===== config.mk =====
export PLATFORM = sky130hd
export DESIGN_NAME = div_seq_flat
export DESIGN_NICKNAME = d
export VERILOG_FILES = /design/src/rtl/div_pkg.sv /design/src/rtl/div_seq_if.sv /design/src/rtl/div_step.sv /design/src/rtl/div_seq.sv /design/src/flat_wrapper.sv
export SDC_FILE = /design/constraint.sdc
export NUM_CORES = 1
export LEC_CHECK = 0
export BUFFER_PORTS_ARGS = -buffer_cell sky130_fd_sc_hd__buf_2
export CORE_ASPECT_RATIO = 1.75
export CORE_MARGIN = 5
export CORE_UTILIZATION = 40
export DETAILED_ROUTE_END_ITERATION = 8
export SYNTH_ARGS = -nofsm -noshare
export SYNTH_HDL_FRONTEND = slang
export SYNTH_HIERARCHICAL = 1
export SYNTH_SLANG_ARGS = --single-unit

===== constraint.sdc =====
create_clock -name clock -period 7.6 [get_ports clock]
set_clock_uncertainty 0.05 [all_clocks]
set_input_delay 0.76 -clock clock [delete_from_list [all_inputs] [get_ports clock]]
set_output_delay 0.76 -clock clock [all_outputs]
set_load 0.02 [all_outputs]

===== src/rtl/div_pkg.sv =====
// Shared definitions for the sequential signed divider: default sizes,
// FSM state encoding and the divide-by-zero quotient pattern.
package div_pkg;

  localparam int WIDTH_DEF = 32;
  localparam int CNT_W_DEF = 6;

  typedef enum logic [1:0] {
    IDLE = 2'd0,
    ITER = 2'd1,
    FIX  = 2'd2,
    DONE = 2'd3
  } state_e;

  localparam logic [WIDTH_DEF-1:0] DIV0_QUOTIENT = '1;

endpackage


===== src/rtl/div_seq_if.sv =====
// Handshake and operand/result bundle between the control unit (master)
// and the sequential divider (slave).
interface div_seq_if
  import div_pkg::*;
#(
  parameter int WIDTH = WIDTH_DEF
);

  logic             start;
  logic [WIDTH-1:0] regA;
  logic [WIDTH-1:0] regB;
  logic [WIDTH-1:0] zlow;
  logic [WIDTH-1:0] zhigh;
  logic             busy;
  logic             done;
  logic             div_by_zero;

  modport master (
    output start, regA, regB,
    input  zlow, zhigh, busy, done, div_by_zero
  );

  modport slave (
    input  start, regA, regB,
    output zlow, zhigh, busy, done, div_by_zero
  );

endinterface


===== src/rtl/div_step.sv =====
// One radix-2 non-restoring division step on magnitudes.
// {P,Q} is shifted left one place, then D is subtracted when the old
// partial remainder was non-negative or added when it was negative.
// The new quotient bit is the inverted sign of the resulting P.
module div_step
  import div_pkg::*;
#(
  parameter int WIDTH = WIDTH_DEF
) (
  input  logic [WIDTH:0]   p_i,
  input  logic [WIDTH-1:0] q_i,
  input  logic [WIDTH-1:0] d_i,
  output logic [WIDTH:0]   p_o,
  output logic [WIDTH-1:0] q_o
);

  logic [WIDTH:0] p_shift;
  logic [WIDTH:0] d_ext;

  // The top bit of P can be dropped on the shift: |P| < D <= 2^(WIDTH-1)
  // keeps 2P inside the signed WIDTH+1 range.
  assign p_shift = {p_i[WIDTH-1:0], q_i[WIDTH-1]};
  assign d_ext   = {1'b0, d_i};
  assign p_o     = p_i[WIDTH] ? (p_shift + d_ext) : (p_shift - d_ext);
  assign q_o     = {q_i[WIDTH-2:0], ~p_o[WIDTH]};

endmodule


===== src/rtl/div_seq.sv =====
// Multi-cycle signed WIDTH/WIDTH divider with start/busy/done handshake.
// Quotient goes to zlow, remainder to zhigh. Fixed latency: done is high
// in the 34th cycle after the accepted start edge (WIDTH=32).
module div_seq
  import div_pkg::*;
#(
  parameter int WIDTH = WIDTH_DEF,
  parameter int CNT_W = CNT_W_DEF
) (
  input  logic      clock,
  input  logic      clear,
  div_seq_if.slave  bus
);

  state_e           state_q;
  logic [CNT_W-1:0] count_q;
  logic [WIDTH:0]   p_q;
  logic [WIDTH-1:0] q_q;
  logic [WIDTH-1:0] d_q;
  logic [WIDTH-1:0] a_raw_q;
  logic             sign_q_q;
  logic             sign_r_q;
  logic             dbz_q;
  logic [WIDTH-1:0] zlow_q;
  logic [WIDTH-1:0] zhigh_q;
  logic             dbz_out_q;
  logic             busy_q;
  logic             done_q;

  logic [WIDTH-1:0] a_abs_d;
  logic [WIDTH-1:0] b_abs_d;
  logic [WIDTH:0]   p_step_d;
  logic [WIDTH-1:0] q_step_d;
  logic [WIDTH:0]   p_fix_d;
  logic [WIDTH-1:0] quo_d;
  logic [WIDTH-1:0] rem_d;

  // Magnitudes are unsigned WIDTH bits, so |0x80000000| = 0x80000000 as-is.
  assign a_abs_d = bus.regA[WIDTH-1] ? -bus.regA : bus.regA;
  assign b_abs_d = bus.regB[WIDTH-1] ? -bus.regB : bus.regB;

  div_step #(.WIDTH(WIDTH)) u_step (
    .p_i (p_q),
    .q_i (q_q),
    .d_i (d_q),
    .p_o (p_step_d),
    .q_o (q_step_d)
  );

  // Final remainder correction, sign application and divide-by-zero override.
  always_comb begin
    p_fix_d = p_q[WIDTH] ? (p_q + {1'b0, d_q}) : p_q;
    quo_d   = sign_q_q ? -q_q : q_q;
    rem_d   = sign_r_q ? -p_fix_d[WIDTH-1:0] : p_fix_d[WIDTH-1:0];
    if (dbz_q) begin
      quo_d = DIV0_QUOTIENT;
      rem_d = a_raw_q;
    end
  end

  // Control FSM, iteration datapath and registered result/handshake outputs.
  always_ff @(posedge clock) begin
    if (clear) begin
      state_q   <= IDLE;
      count_q   <= '0;
      p_q       <= '0;
      q_q       <= '0;
      d_q       <= '0;
      a_raw_q   <= '0;
      sign_q_q  <= 1'b0;
      sign_r_q  <= 1'b0;
      dbz_q     <= 1'b0;
      zlow_q    <= '0;
      zhigh_q   <= '0;
      dbz_out_q <= 1'b0;
      busy_q    <= 1'b0;
      done_q    <= 1'b0;
    end else begin
      case (state_q)
        IDLE: begin
          done_q <= 1'b0;
          busy_q <= 1'b0;
          if (bus.start) begin
            q_q      <= a_abs_d;
            d_q      <= b_abs_d;
            a_raw_q  <= bus.regA;
            sign_q_q <= bus.regA[WIDTH-1] ^ bus.regB[WIDTH-1];
            sign_r_q <= bus.regA[WIDTH-1];
            dbz_q    <= (bus.regB == '0);
            p_q      <= '0;
            count_q  <= '0;
            busy_q   <= 1'b1;
            state_q  <= ITER;
          end
        end
        ITER: begin
          p_q     <= p_step_d;
          q_q     <= q_step_d;
          count_q <= count_q + CNT_W'(1);
          if (count_q == CNT_W'(WIDTH - 1)) begin
            state_q <= FIX;
          end
        end
        FIX: begin
          p_q       <= p_fix_d;
          zlow_q    <= quo_d;
          zhigh_q   <= rem_d;
          dbz_out_q <= dbz_q;
          done_q    <= 1'b1;
          state_q   <= DONE;
        end
        DONE: begin
          done_q  <= 1'b0;
          busy_q  <= 1'b0;
          state_q <= IDLE;
        end
        default: begin
          state_q <= IDLE;
        end
      endcase
    end
  end

  assign bus.zlow        = zlow_q;
  assign bus.zhigh       = zhigh_q;
  assign bus.div_by_zero = dbz_out_q;
  assign bus.busy        = busy_q;
  assign bus.done        = done_q;

endmodule


===== src/flat_wrapper.sv =====
// flat-port wrapper written by rule: the top's interface ports become plain ports
module div_seq_flat import div_pkg::*;
#(
  parameter int WIDTH = WIDTH_DEF,
  parameter int CNT_W = CNT_W_DEF
)
  (clock, clear, bus_start, bus_regA, bus_regB, bus_zlow, bus_zhigh, bus_busy, bus_done, bus_div_by_zero);
  div_seq_if #(.WIDTH(WIDTH)) bus_i ();
  input  logic clock;
  input  logic clear;
  input wire logic [$bits(bus_i.start)-1:0] bus_start;
  input wire logic [$bits(bus_i.regA)-1:0] bus_regA;
  input wire logic [$bits(bus_i.regB)-1:0] bus_regB;
  output wire logic [$bits(bus_i.zlow)-1:0] bus_zlow;
  output wire logic [$bits(bus_i.zhigh)-1:0] bus_zhigh;
  output wire logic [$bits(bus_i.busy)-1:0] bus_busy;
  output wire logic [$bits(bus_i.done)-1:0] bus_done;
  output wire logic [$bits(bus_i.div_by_zero)-1:0] bus_div_by_zero;
  assign bus_i.start = bus_start;
  assign bus_i.regA = bus_regA;
  assign bus_i.regB = bus_regB;
  assign bus_zlow = bus_i.zlow;
  assign bus_zhigh = bus_i.zhigh;
  assign bus_busy = bus_i.busy;
  assign bus_done = bus_i.done;
  assign bus_div_by_zero = bus_i.div_by_zero;
  div_seq #(.WIDTH(WIDTH), .CNT_W(CNT_W)) u_core (.clock(clock), .clear(clear), .bus(bus_i));
endmodule

---- Yosys cells after proc, flatten, opt, wreduce, memory -nomap -nowiden ----
Index checks and enable logic that the tools add are counted.
operators by class
  reduce and logical (&&, ||, !) cells .... 11
  mux-type cells .......................... 20
  shift operators ......................... 0
  bitwise operators ....................... 2
  equal/unequal tests ..................... 6
  add/sub/neg operators ................... 8
  $mul .................................... 0
  order comparisons ....................... 0
  divide/modulo/power cells ............... 0
operators with widths
  cell                                            number
  two-way mux 32 bit                              7
  negation 32 bit                                 4
  two-way mux 33 bit                              3
  one-hot mux 33 bit (3 select lines)             1
  adder 33 x 32 -> 33 bit                         2
  one-hot mux 32 bit (2 select lines)             1
  subtractor 33 x 32 -> 33 bit                    1
  zero test 32 bit                                1
  one-hot mux 6 bit (2 select lines)              1
  one-hot mux 2 bit (4 select lines)              1
  AND reduction 2 bit                             4
  adder 6 x 1 -> 6 bit (second input constant)    1
  == test 6 x 5 -> 1 bit (second input constant)  1
  two-way mux 6 bit                               1
  nonzero test 2 bit                              3
  == test 2 bit (second input constant)           2
  two-way mux 2 bit                               2
  one-hot mux 1 bit (2 select lines)              2
  nonzero test 3 bit                              1
  == test 2 x 1 -> 1 bit (second input constant)  1
  zero test 2 bit                                 1
  != test 2 x 1 -> 1 bit (second input constant)  1
  != test 2 bit (second input constant)           1
  OR reduction 2 bit                              1
  3 further kinds                                 3
storage, ports and cells
  ROM bits ................................ 0
  register bits after elaboration ......... 207
  latch bits .............................. 0
  output and inout bits ................... 67
  bits of input ports ..................... 67
  memories kept ........................... 0
  word-level logic and storage cells ...... 61
  bits in writable memories ............... 0

---- Depth between registers and ports, before layout ----
Gate-level depths: netlist of the first run.
  depth in word-level cells ............... 5
  mapped depth ............................ 20
  depth with buffers taken out ............ 19

---- Cells and area by module ----
Netlist of the first run, hierarchy kept.
by module, submodules not included
  module    times used  area an instance (µm²)  cells each  sequential area each (µm²)
  div_seq   1           13061.3                 1758        4124.0
  div_step  1           2713.9                  400         0.0

---- Worst setup path after synthesis of the first run ----
OpenSTA, ideal clock, no wires.
  path type ............................... reg-to-reg
  from .................................... reg u_core.p_q[32]
  to ...................................... reg u_core.zhigh_q[28] (netlist: u_core/bus.zhigh[28])
  library setup time ...................... 0.092 ns
  arrival time ............................ 4.145 ns
  setup slack ............................. 3.313 ns
  buffers on the path ..................... 6
  period minus slack after synthesis ...... 4.287 ns
  required time ........................... 7.458 ns
  cell stages (with the launch flop) ...... 17
  path through ............................ dfxtp_1 buf_2 clkbuf_1 clkbuf_1 clkbuf_1 clkbuf_1 buf_1 mux2_2 inv_1 ha_1 nand2_1 nor4_1 nand4_1 or3_1 o21ai_0 mux2_2 o32ai_1
between the ends
  word-level cells in the longest chain between the ends .. 4
ends and longest elaborated chain
  what                      RTL line        text
  start: declaration        div_seq.sv:17   logic [WIDTH:0] p_q;
  start signal: assignment  div_seq.sv:97   p_q <= p_step_d;
  start signal: assignment  div_seq.sv:105  p_q <= p_fix_d;
  two-way mux 33 bit (*)    div_seq.sv:52   p_fix_d = p_q[WIDTH] ? (p_q + {1'b0, d_q}) : p_q;
  negation 32 bit           div_seq.sv:54   rem_d = sign_r_q ? -p_fix_d[WIDTH-1:0] : p_fix_d[WIDTH-1:0];
  two-way mux 32 bit (*)    div_seq.sv:54
  two-way mux 32 bit (*)    div_seq.sv:55   if (dbz_q) begin
  end signal: assignment    div_seq.sv:107  zhigh_q <= rem_d;
  end: declaration          div_seq.sv:25   logic [WIDTH-1:0] zhigh_q;
Every way passes the cells marked *; elsewhere a longest branch is shown, timed or not.
A chain may end at the register's enable or synchronous reset.

---- Worst setup path in the final report of the first run ----
  from .................................... reg u_core.d_q[6]
  to ...................................... reg u_core.q_q[0]
between the ends
  word-level cells in the longest chain between the ends .. 4
  elaborated cells between the ends (all ways) .. 5
  those cells by class .................... 2 x add/sub; 2 x mux; 1 x bitwise
ends and longest elaborated chain
  what                                                                     RTL line        text
  start: declaration                                                       div_seq.sv:19   logic [WIDTH-1:0] d_q;
  start signal: assignment                                                 div_seq.sv:85   d_q <= b_abs_d;
  subtractor 33 x 32 -> 33 bit or adder 33 x 32 -> 33 bit (tied branches)  div_step.sv:24  assign p_o = p_i[WIDTH] ? (p_shift + d_ext) : (p_shift - d_ext);
  two-way mux 33 bit (*)                                                   div_step.sv:24
  inverter 1 bit (*)                                                       div_step.sv:25  assign q_o = {q_i[WIDTH-2:0], ~p_o[WIDTH]};
  via u_core.q_step_d[0]                                                   div_seq.sv:33   logic [WIDTH-1:0] q_step_d;
  one-hot mux 32 bit (2 select lines) (*)                                  div_seq.sv:79   case (state_q)
  end signal: assignment                                                   div_seq.sv:84   q_q <= a_abs_d;
  end signal: assignment                                                   div_seq.sv:98   q_q <= q_step_d;
  end: declaration                                                         div_seq.sv:18   logic [WIDTH-1:0] q_q;
Mark *: on every way through the listed nets, which the timed path passes. The rest lies on a longest branch.

==> flow_summary.ini, run 1 <==
[global_routing]
globalRouteTotalUtil_pct = 26.02
grt_max_degree = 108
grt_overflow = 0
first_global_vias = 15880
grt_pass1_wl_mm = 90.64
antenna_found_initial = 0

[worst_setup_path]
path_class = flip-flop to flip-flop
crit_end = u_core/q_q[0]
critPathMaxFanout = 6
cp-start-kind = flip-flop
r2r_slack_ps = 2800
critPathCaptureType = flip-flop
rr_worst_depth = 16
cp_slowest_stage_delay_ps = 720
arrival_ps = 5200
critPathRequiredTime_ps = 8000
critical-path-slowest-cell = nor4_1
reg2reg_from = u_core/d_q[6]
setup.worst_path.start = u_core/d_q[6]
crit_chain = buf_4 > nor4_1 > nand3_1 > nor3_1 > a21oi_1 > xor2_1 > ha_1 > nand2_1 > o21ai_0 > nand4_1 > a22oi_1 > a21oi_1 > o31a_1 > xor2_1 > mux2i_1 > a211oi_1
worstReg2RegEnd = u_core/q_q[0]

[routing]
top_layer = met4
drc = 0
vias = 15970
firstDrtPassIters = 5
ant_nets = 0
avgRoutedWirePerCell_um = 22.32
met1_length_mm = 21.32
wl_mm = 59.51
route.met3.wl_mm = 2.796
via_per_inst = 5.990
drt_iter0_drc = 947
met2_length_mm = 31.13

[place]
dpl.hpwl_mm = 45.20
finalWeightedCongestion = 0.9977
io_buffers = 133

[cts]
cts_buffers = 22
clock_path_buffers = 3
cts.sinks = 206
hold_buffers = 0
cts_resized = 0
cts_tree = yes
post_cts_buffers = 0
clk_latency_ps = 550
cts_htree_levels = 1
cts_root_buffer = clkbuf_16
cts.clk_slew.worst_paths_ps = 70

[sta]
max_slew_margin_pct = 24.98
tightest_slew_ps = 1124
post-route-min-period_ps = 4802
hold_viol_final = 0
finalSetupTns_ps = 0
fmax_mhz = 208.3
period_share_pct = 63.18
rsz0062_at_grt = no
slew_viol_final = 0
setup_violations = 0
whs_ps = 402.0

[floorplanning]
dieArea_sq_um = 43670
io-pin-count = 134
coreArea_sq_um = 39160
fp.dieH_um = 272.7
start_util_pct = 40.29
die_x_um = 160.1
rows = 96

[yosys]
synthArstFlopShare_pct = 0
netlist_instances = 2158
yosysTopAreaCellShare_pct = 26.14
synthFlopType = dfxtp_1
avgSynthCellArea_sq_um = 7.310
synth_area_sq_um = 15780
synth_edf_count = 0
yosysWarnings = 6
yosysUniqueCellTypes = 80
syn-num-nets = 2303
synth_area_leaders = dfxtp_1, xor2_1, nand2_1, a21oi_1, ha_1
synth_common_cells = nand2_1, nor2_1, dfxtp_1
synth.yosys.seq_area_share_pct = 26.14
yosys.area.top_type = dfxtp_1
ys_ff_latch = 206
synth_most_common_cell = nand2_1

[power_and_ir_drop]
switching_power_mw = 3.685
seqPwrFrac_pct = 24.2
p_per_area_nw_per_um2 = 414.3
p_comb_share_pct = 59.9
cellLeakagePower_nw = 6.706
power.share.switching_pct = 51.71
clockPowerShare_pct = 15.9
p_int_mw = 3.441
total_power_mw = 7.126
ir_drop_mv = 0.2359

[flow_run]
cap_violations = 0

[status]
status = finished, final reports clean

[finish]
area.growth.synth_to_final_pct = 9.018
layout-drive-gt1-share_pct = 10.85
nets = 2306
antenna_cells = 0

[hold_path]
worst_hold_path_type = flip-flop to flip-flop
## registers in the layout (all words and copies together), names as in the netlist, 2 cells and up
name / count
u_core/state_q: 2
u_core/count_q: 6
u_core/bus.zhigh: 32
u_core/a_raw_q: 32
u_core/p_q: 33
u_core/q_q: 32
u_core/d_q: 32
u_core/bus.zlow: 32
## cells by family (layout without fill, tap and decap cells)
logic type	after synthesis	in the layout	synth area share (%)
flops	206	206	26.14
fa+ha+maj	78	78	6.282
xor+xnor	190	190	10.55
compound gates	672	672	27.24
simple gates	780	780	22.45
buf+inv	209	227	5.814
mux	23	23	1.515
## layout make-up
cell class,count,area [sq um]
clock buffer,28,603.1
clock inverter,11,130.1
fill,4070,21960
inverter,37,138.9
multi-input combinational,1743,10780
sequential,206,4126
tap,490,613.1
timing repair buffer,151,807.0
## per-layer routing
layer / global-route usage [%] / vias to the layer above
li1: - / 7730
met1: 26.43 / 7604
met2: 49.24 / 478
met3: 3.697 / 158
met4: 16.66 / 0
met5: 0 / -
## power groups by stage
stage | sequential [mW] | clock (mW) | combinational [mW]
floorplan | 1.72 | 0 | 2.93
finish | 1.72 | 1.13 | 4.27
global placement | 1.73 | 0 | 4.18
global route | 1.76 | 1.20 | 4.63
detailed placement | 1.74 | 0 | 4.19
CTS | 1.72 | 1.16 | 4.23
## critical path, delay by kind of cell, from the launching register on
kind	cells	cell delay [ps]
compound gates	6	1570
xor+xnor	2	450
fa+ha+maj	1	400
buf+inv	1	140
flops	1	300
mux	1	120
simple gates	5	1690
## placed cells by master (no fill, tap or decap), types with 24 or more instances in the layout
cell,count
xor2_1,138
nand4_1,31
ha_1,74
nor2_1,232
xnor2_1,52
buf_2,132
nand3_1,24
a22oi_1,27
nand2_1,317
inv_1,35
dfxtp_1,204
a211oi_1,77
nor3_1,39
o21ai_0,148
a21oi_1,195
o31ai_1,31
## how the worst min path moves through the flow
| stage | from | slack (ps) | end | cells past startpoint |
|---|---|---|---|---|
| final | u_core/a_raw_q[1] | 400 | u_core/a_raw_q[1] | 2 |
| after global placement | u_core/a_raw_q[27] | 390 | u_core/a_raw_q[27] | 2 |
| after detailed placement | u_core/a_raw_q[30] | 390 | u_core/a_raw_q[30] | 2 |
| after floorplan | u_core/a_raw_q[30] | 380 | u_core/a_raw_q[30] | 2 |
| after global routing | u_core/a_raw_q[15] | 420 | u_core/a_raw_q[15] | 2 |
| after CTS | u_core/a_raw_q[30] | 400 | u_core/a_raw_q[30] | 2 |
## metrics by stage
step           std cells  instance area [sq um]  worst slack [ps]  utilization, %
2_1_floorplan       2158                  15780              3313               -
3_3_place_gp        2627                  16460              3064           42.05
3_5_place_dp        2627                  16460              3023           42.05
4_1_cts             2666                  17200              3008           43.92
5_1_grt             2666                  17200              2664           43.92
6_report            2666                  17200              2798           43.92
Power figures use the tool's default switching activity.
==> inputs of run 2 (changes only) <==
clock period = 5 ns   (was 7.6 ns; I/O delays follow)
==> run 2 against run 1 <==
Fmax grew 5.0%; design area increased by 1.0%; global-route usage shrank 0.083 points; setup slack worse by 2400 ps; combinational power up 52%; first-iteration DRC count rose by 7.1%; hold slack got worse by 210 ps; critical endpoint unchanged; largest power group unchanged.
==> flow_summary.ini, run 2 (same netlist as run 1, synthesis figures left out) <==
[place]
finalWeightedCongestion = 0.9628
io_buffers = 133
dpl.hpwl_mm = 45.35
dp_worst_setup_slack_ps = 495.8

[global_routing]
globalRouteTotalUtil_pct = 25.94
grt_max_degree = 77
first_global_vias = 15950
grt_overflow = 0
antenna_found_initial = 0
grt_pass1_wl_mm = 90.63

[finish]
layout.area.seq_sq_um = 4126
n_fill_cell = 4069
nets = 2323
antenna_cells = 0
area.growth.synth_to_final_pct = 10.10
top_register = u_core/p_q
multi_input_area_sq_um = 10780
layout-drive-gt1-share_pct = 11.45
largest_reg_flops = 33
final_common_cell = nand2_1
layout_common_cells = nand2_1, nor2_1, dfxtp_1
post-route-util_pct = 44.36

[worst_setup_path]
path_common_cell = a21oi_1
setup.worst_path.start = u_core/d_q[3]
crit_chain = nor4_1 > buf_4 > nand3_1 > nor2_1 > a21oi_1 > nor2_1 > xnor2_1 > ha_1 > a21oi_1 > nand2_1 > a211oi_1 > a22oi_1 > a21oi_1 > buf_4 > o31a_1 > xor2_1 > mux2i_1 > a211oi_1
cp_slowest_stage_delay_ps = 400
cp-start-kind = flip-flop
rr_worst_depth = 18
path_class = flip-flop to flip-flop
r2r_slack_ps = 430
critical-path-slowest-cell = dfxtp_1
reg2reg_from = u_core/d_q[3]
arrival_ps = 4970
critPathMaxFanout = 6
critPathRequiredTime_ps = 5390
worstReg2RegEnd = u_core/q_q[0]
critPathCaptureType = flip-flop

[floorplanning]
die_x_um = 160.1
start_util_pct = 40.29
fp.dieH_um = 272.7
dieArea_sq_um = 43670
coreArea_sq_um = 39160
rows = 96
io-pin-count = 134

[power_and_ir_drop]
clockPowerShare_pct = 16.4
power.share.switching_pct = 50.92
cellLeakagePower_nw = 6.806
p_per_area_nw_per_um2 = 627.3
seqPwrFrac_pct = 23.9
switching_power_mw = 5.549
p_comb_share_pct = 59.7
ir_drop_mv = 0.3745
p_int_mw = 5.347

[cts]
cts_buffers = 22
clock_path_buffers = 3
hold_buffers = 0
cts.sinks = 206
cts.clk_slew.worst_paths_ps = 70
cts_tree = yes
clk_latency_ps = 550
cts_resized = 0
post_cts_buffers = 0
cts_htree_levels = 1
cts_root_buffer = clkbuf_16

[hold_path]
min_path_cells = 3
hold-path-endpoint = u_core/a_raw_q[19]
worstHoldStart = bus_regA[19]
worst_hold_path_type = input port to flip-flop

[sta]
slew_viol_final = 0
rsz0062_at_grt = no
setup_violations = 0
post-route-min-period_ps = 4574
fmax_mhz = 218.6
whs_ps = 188.1
tightest_slew_ps = 1288
max_slew_margin_pct = 13.93
hold_viol_final = 0
period_share_pct = 91.47
fin_ws_ps = 426.3
finalSetupTns_ps = 0

[routing]
firstDrtPassIters = 5
wl_mm = 59.10
drt_iter0_drc = 1014
met2_length_mm = 30.75
ant_nets = 0
route.met3.wl_mm = 2.702
drc = 0
avgRoutedWirePerCell_um = 22.03
met1_length_mm = 21.47
vias = 16120
via_per_inst = 6.011
top_layer = met4

[flow_run]
cap_violations = 0

[status]
status = finished, final reports clean
[run 2: how the worst max path moves through the flow]
stage,endpoint,slack (ps),cells after the start
global placement,u_core/q_q[0],590,18
finish,u_core/q_q[0],430,18
detailed placement,u_core/q_q[0],500,18
CTS,u_core/q_q[0],470,18
global route,u_core/q_q[0],150,16
floorplan,u_core/bus.zhigh[28],710,16
[run 2: layer usage]
metal  global-route usage, %  vias up
met5                       0        -
met2                   49.04      483
met3                   3.093      160
li1                        -     7791
met4                   16.07        0
met1                   26.97     7688
[run 2: final cells by class]
| cell class | instances | area share [%] |
|---|---|---|
| Clock buffer | 27 | 3.335 |
| Clock inverter | 11 | 1.066 |
| Inverter | 37 | 0.7996 |
| Multi-Input combinational cell | 1743 | 62.06 |
| Sequential cell | 206 | 23.76 |
| Tap cell | 490 | 3.530 |
| Timing Repair Buffer | 168 | 5.453 |
[run 2: critical path: cells and delay by family (launching register included)]
family          cells  cell delay [ps]
buf+inv             2              410
xor+xnor            2              430
fa+ha+maj           1              380
flops               1              400
mux                 1              120
compound gates      7             1500
simple gates        5             1190
[run 2: power groups by stage]
stage | logic, mW | registers [mW] | clock network (mW)
after global placement | 6.39 | 2.62 | 0
after detailed placement | 6.40 | 2.63 | 0
after CTS | 6.45 | 2.60 | 1.83
after global routing | 7.10 | 2.66 | 1.88
after floorplan | 4.45 | 2.61 | 0
final | 6.51 | 2.61 | 1.79
[run 2: stage by stage]
step / power (mW) / cell area [sq um] / std cells
2_1_floorplan: 7.066 / 15780 / 2158
3_3_place_gp: 9.013 / 16600 / 2644
6_report: 10.90 / 17370 / 2682
3_5_place_dp: 9.037 / 16600 / 2644
4_1_cts: 10.88 / 17370 / 2682
5_1_grt: 11.64 / 17370 / 2682
==> inputs of run 3 (changes only) <==
CTS_CLUSTER_SIZE = 40   (was unset)
REMOVE_ABC_BUFFERS = 1   (was unset)
SLEW_MARGIN = 0   (was unset)
==> run 3 against run 2 <==
Sequential power hardly changed; via count is 2.9% lower; first-iteration DRC count is 13% lower.
==> flow_summary.ini, run 3 (same netlist as run 1, synthesis figures left out) <==
[worst_setup_path]
crit_chain = ha_1 > fa_1 > a211oi_2 > o21ai_2 > xor2_1 > mux2_2 > or3_1 > nor4_1 > nand4_1 > or3_1 > o21ai_0 > mux2_2 > o32ai_1
cp_num_buf_inv = 0
rr_worst_depth = 13
r2r_slack_ps = 450
critPathRequiredTime_ps = 5380
critPathCaptureType = flip-flop
arrival_ps = 4930
path_class = flip-flop to flip-flop
reg2reg_from = u_core/p_q[0]
cp_slowest_stage_delay_ps = 540
cpLargestDelayFamily = simple AND/OR/NAND/NOR gates
worstReg2RegEnd = u_core/bus.zhigh[28]
critPathMaxFanout = 6
cp-start-kind = flip-flop
critical-path-slowest-cell = nor4_1

[sta]
fmax_mhz = 219.8
max_slew_margin_pct = 22.43
post-route-min-period_ps = 4550
rsz0062_at_grt = no
tightest_slew_ps = 1161
period_share_pct = 91.00
finalSetupTns_ps = 0
hold_viol_final = 0
slew_viol_final = 0
setup_violations = 0

[global_routing]
grt_pass1_wl_mm = 81.77
grt_max_degree = 132
grt_overflow = 0
antenna_found_initial = 2
globalRouteTotalUtil_pct = 22.87
first_global_vias = 15370

[cts]
hold_buffers = 0
clock_path_buffers = 3
cts_tree = yes
cts_htree_levels = 1
cts_root_buffer = clkbuf_16
cts.clk_slew.worst_paths_ps = 70
cts_buffers = 22
clk_latency_ps = 530
post_cts_buffers = 0
cts_resized = 0
cts.sinks = 206

[routing]
drt_iter0_drc = 887
wl_mm = 52.07
avgRoutedWirePerCell_um = 19.50
ant_nets = 0
drc = 0
firstDrtPassIters = 6
vias = 15660
via_per_inst = 5.866

[finish]
layout_common_cells = nand2_1, nor2_1, dfxtp_1
largest_reg_flops = 33
n_fill_cell = 4129
stdcell_count = 2670
nets = 2311
final_common_cell = nand2_1
layout-drive-gt1-share_pct = 10.88
top_register = u_core/p_q
area.growth.synth_to_final_pct = 9.185

[status]
status = finished, final reports clean

[floorplanning]
coreArea_sq_um = 39160
rows = 96
dieArea_sq_um = 43670
fp.dieH_um = 272.7
io-pin-count = 134
die_x_um = 160.1
start_util_pct = 40.29

[hold_path]
hold-path-endpoint = u_core/a_raw_q[29]
worst_hold_path_type = input port to flip-flop
min_path_cells = 3
worstHoldStart = bus_regA[29]

[place]
io_buffers = 133
finalWeightedCongestion = 0.9715
place_inst = 2632
dpl.hpwl_mm = 39.81

[power_and_ir_drop]
ir_drop_mv = 0.2764
cellLeakagePower_nw = 6.726
p_per_area_nw_per_um2 = 606.5

[flow_run]
cap_violations = 0
==> run 3: changes by cell type in the layout (fill, tap and decap cells not counted), sizes merged <==
cell,before,now
clkbuf,27,30
inv,38,36
bufinv,4,2
clkinvlp,0,1
clkinv,6,4
buf,168,156
diode,0,2
==> run 3: cell type report <==
cell class	count	area (sq um)	share of cell area, %
timing repair buffer	156	857.1	4.976
clock inverter	6	82.58	0.4794
multi-input combinational	1743	10770	62.52
sequential	206	4126	23.96
antenna	2	5.005	0.02906
tap	490	613.1	3.559
inverter	37	138.9	0.8063
clock buffer	30	631.9	3.668
==> run 3: stage by stage <==
stage	hold slack, ps	setup slack (ps)	utilization [%]	power [mW]	instance area (sq um)
final	189.9	449.8	43.99	10.45	17220
after global routing	186.7	166.7	43.99	11.23	17220
after CTS	171.3	505.4	43.97	10.43	17220
after detailed placement	394.3	537.5	42.15	8.724	16500
after global placement	390.3	584.1	42.15	8.640	16500
after floorplan	375.5	252.8	-	6.847	15000
==> run 3: worst max path at each step <==
stage | cells after the start | endpoint | start
after CTS | 13 | u_core/bus.zhigh[28] | u_core/p_q[0]
after global placement | 13 | u_core/bus.zhigh[28] | u_core/p_q[0]
final | 13 | u_core/bus.zhigh[28] | u_core/p_q[0]
after detailed placement | 13 | u_core/bus.zhigh[28] | u_core/p_q[0]
after global routing | 17 | u_core/p_q[31] | u_core/d_q[1]
after floorplan | 6 | u_core/bus.zhigh[25] | u_core/state_q[0]
==> run 3: layer usage <==
metal | part of all wire [%] | vias to the layer above | global-route usage (%)
li1 | - | 7761 | -
met1 | 37 | 7379 | 23.61
met2 | 54 | 410 | 45.12
met3 | 4.2 | 111 | 2.656
met4 | 4.8 | 0 | 10.90
met5 | 0 | - | 0
==> run 3: power breakdown <==
group / switching [mW] / total [mW] / internal (mW)
Sequential: 0.511 / 2.58 / 2.07
Clock: 0.700 / 1.68 / 0.981
Combinational: 3.98 / 6.19 / 2.21
Total: 5.19 / 10.4 / 5.25
==> run 3: tightest hold or removal path: cells and delay by family <==
kind | cells | cell delay [ps]
buffers and inverters | 1 | 120
AOI/OAI and AO/OA | 1 | 50
and+or+nand+nor | 1 | 50
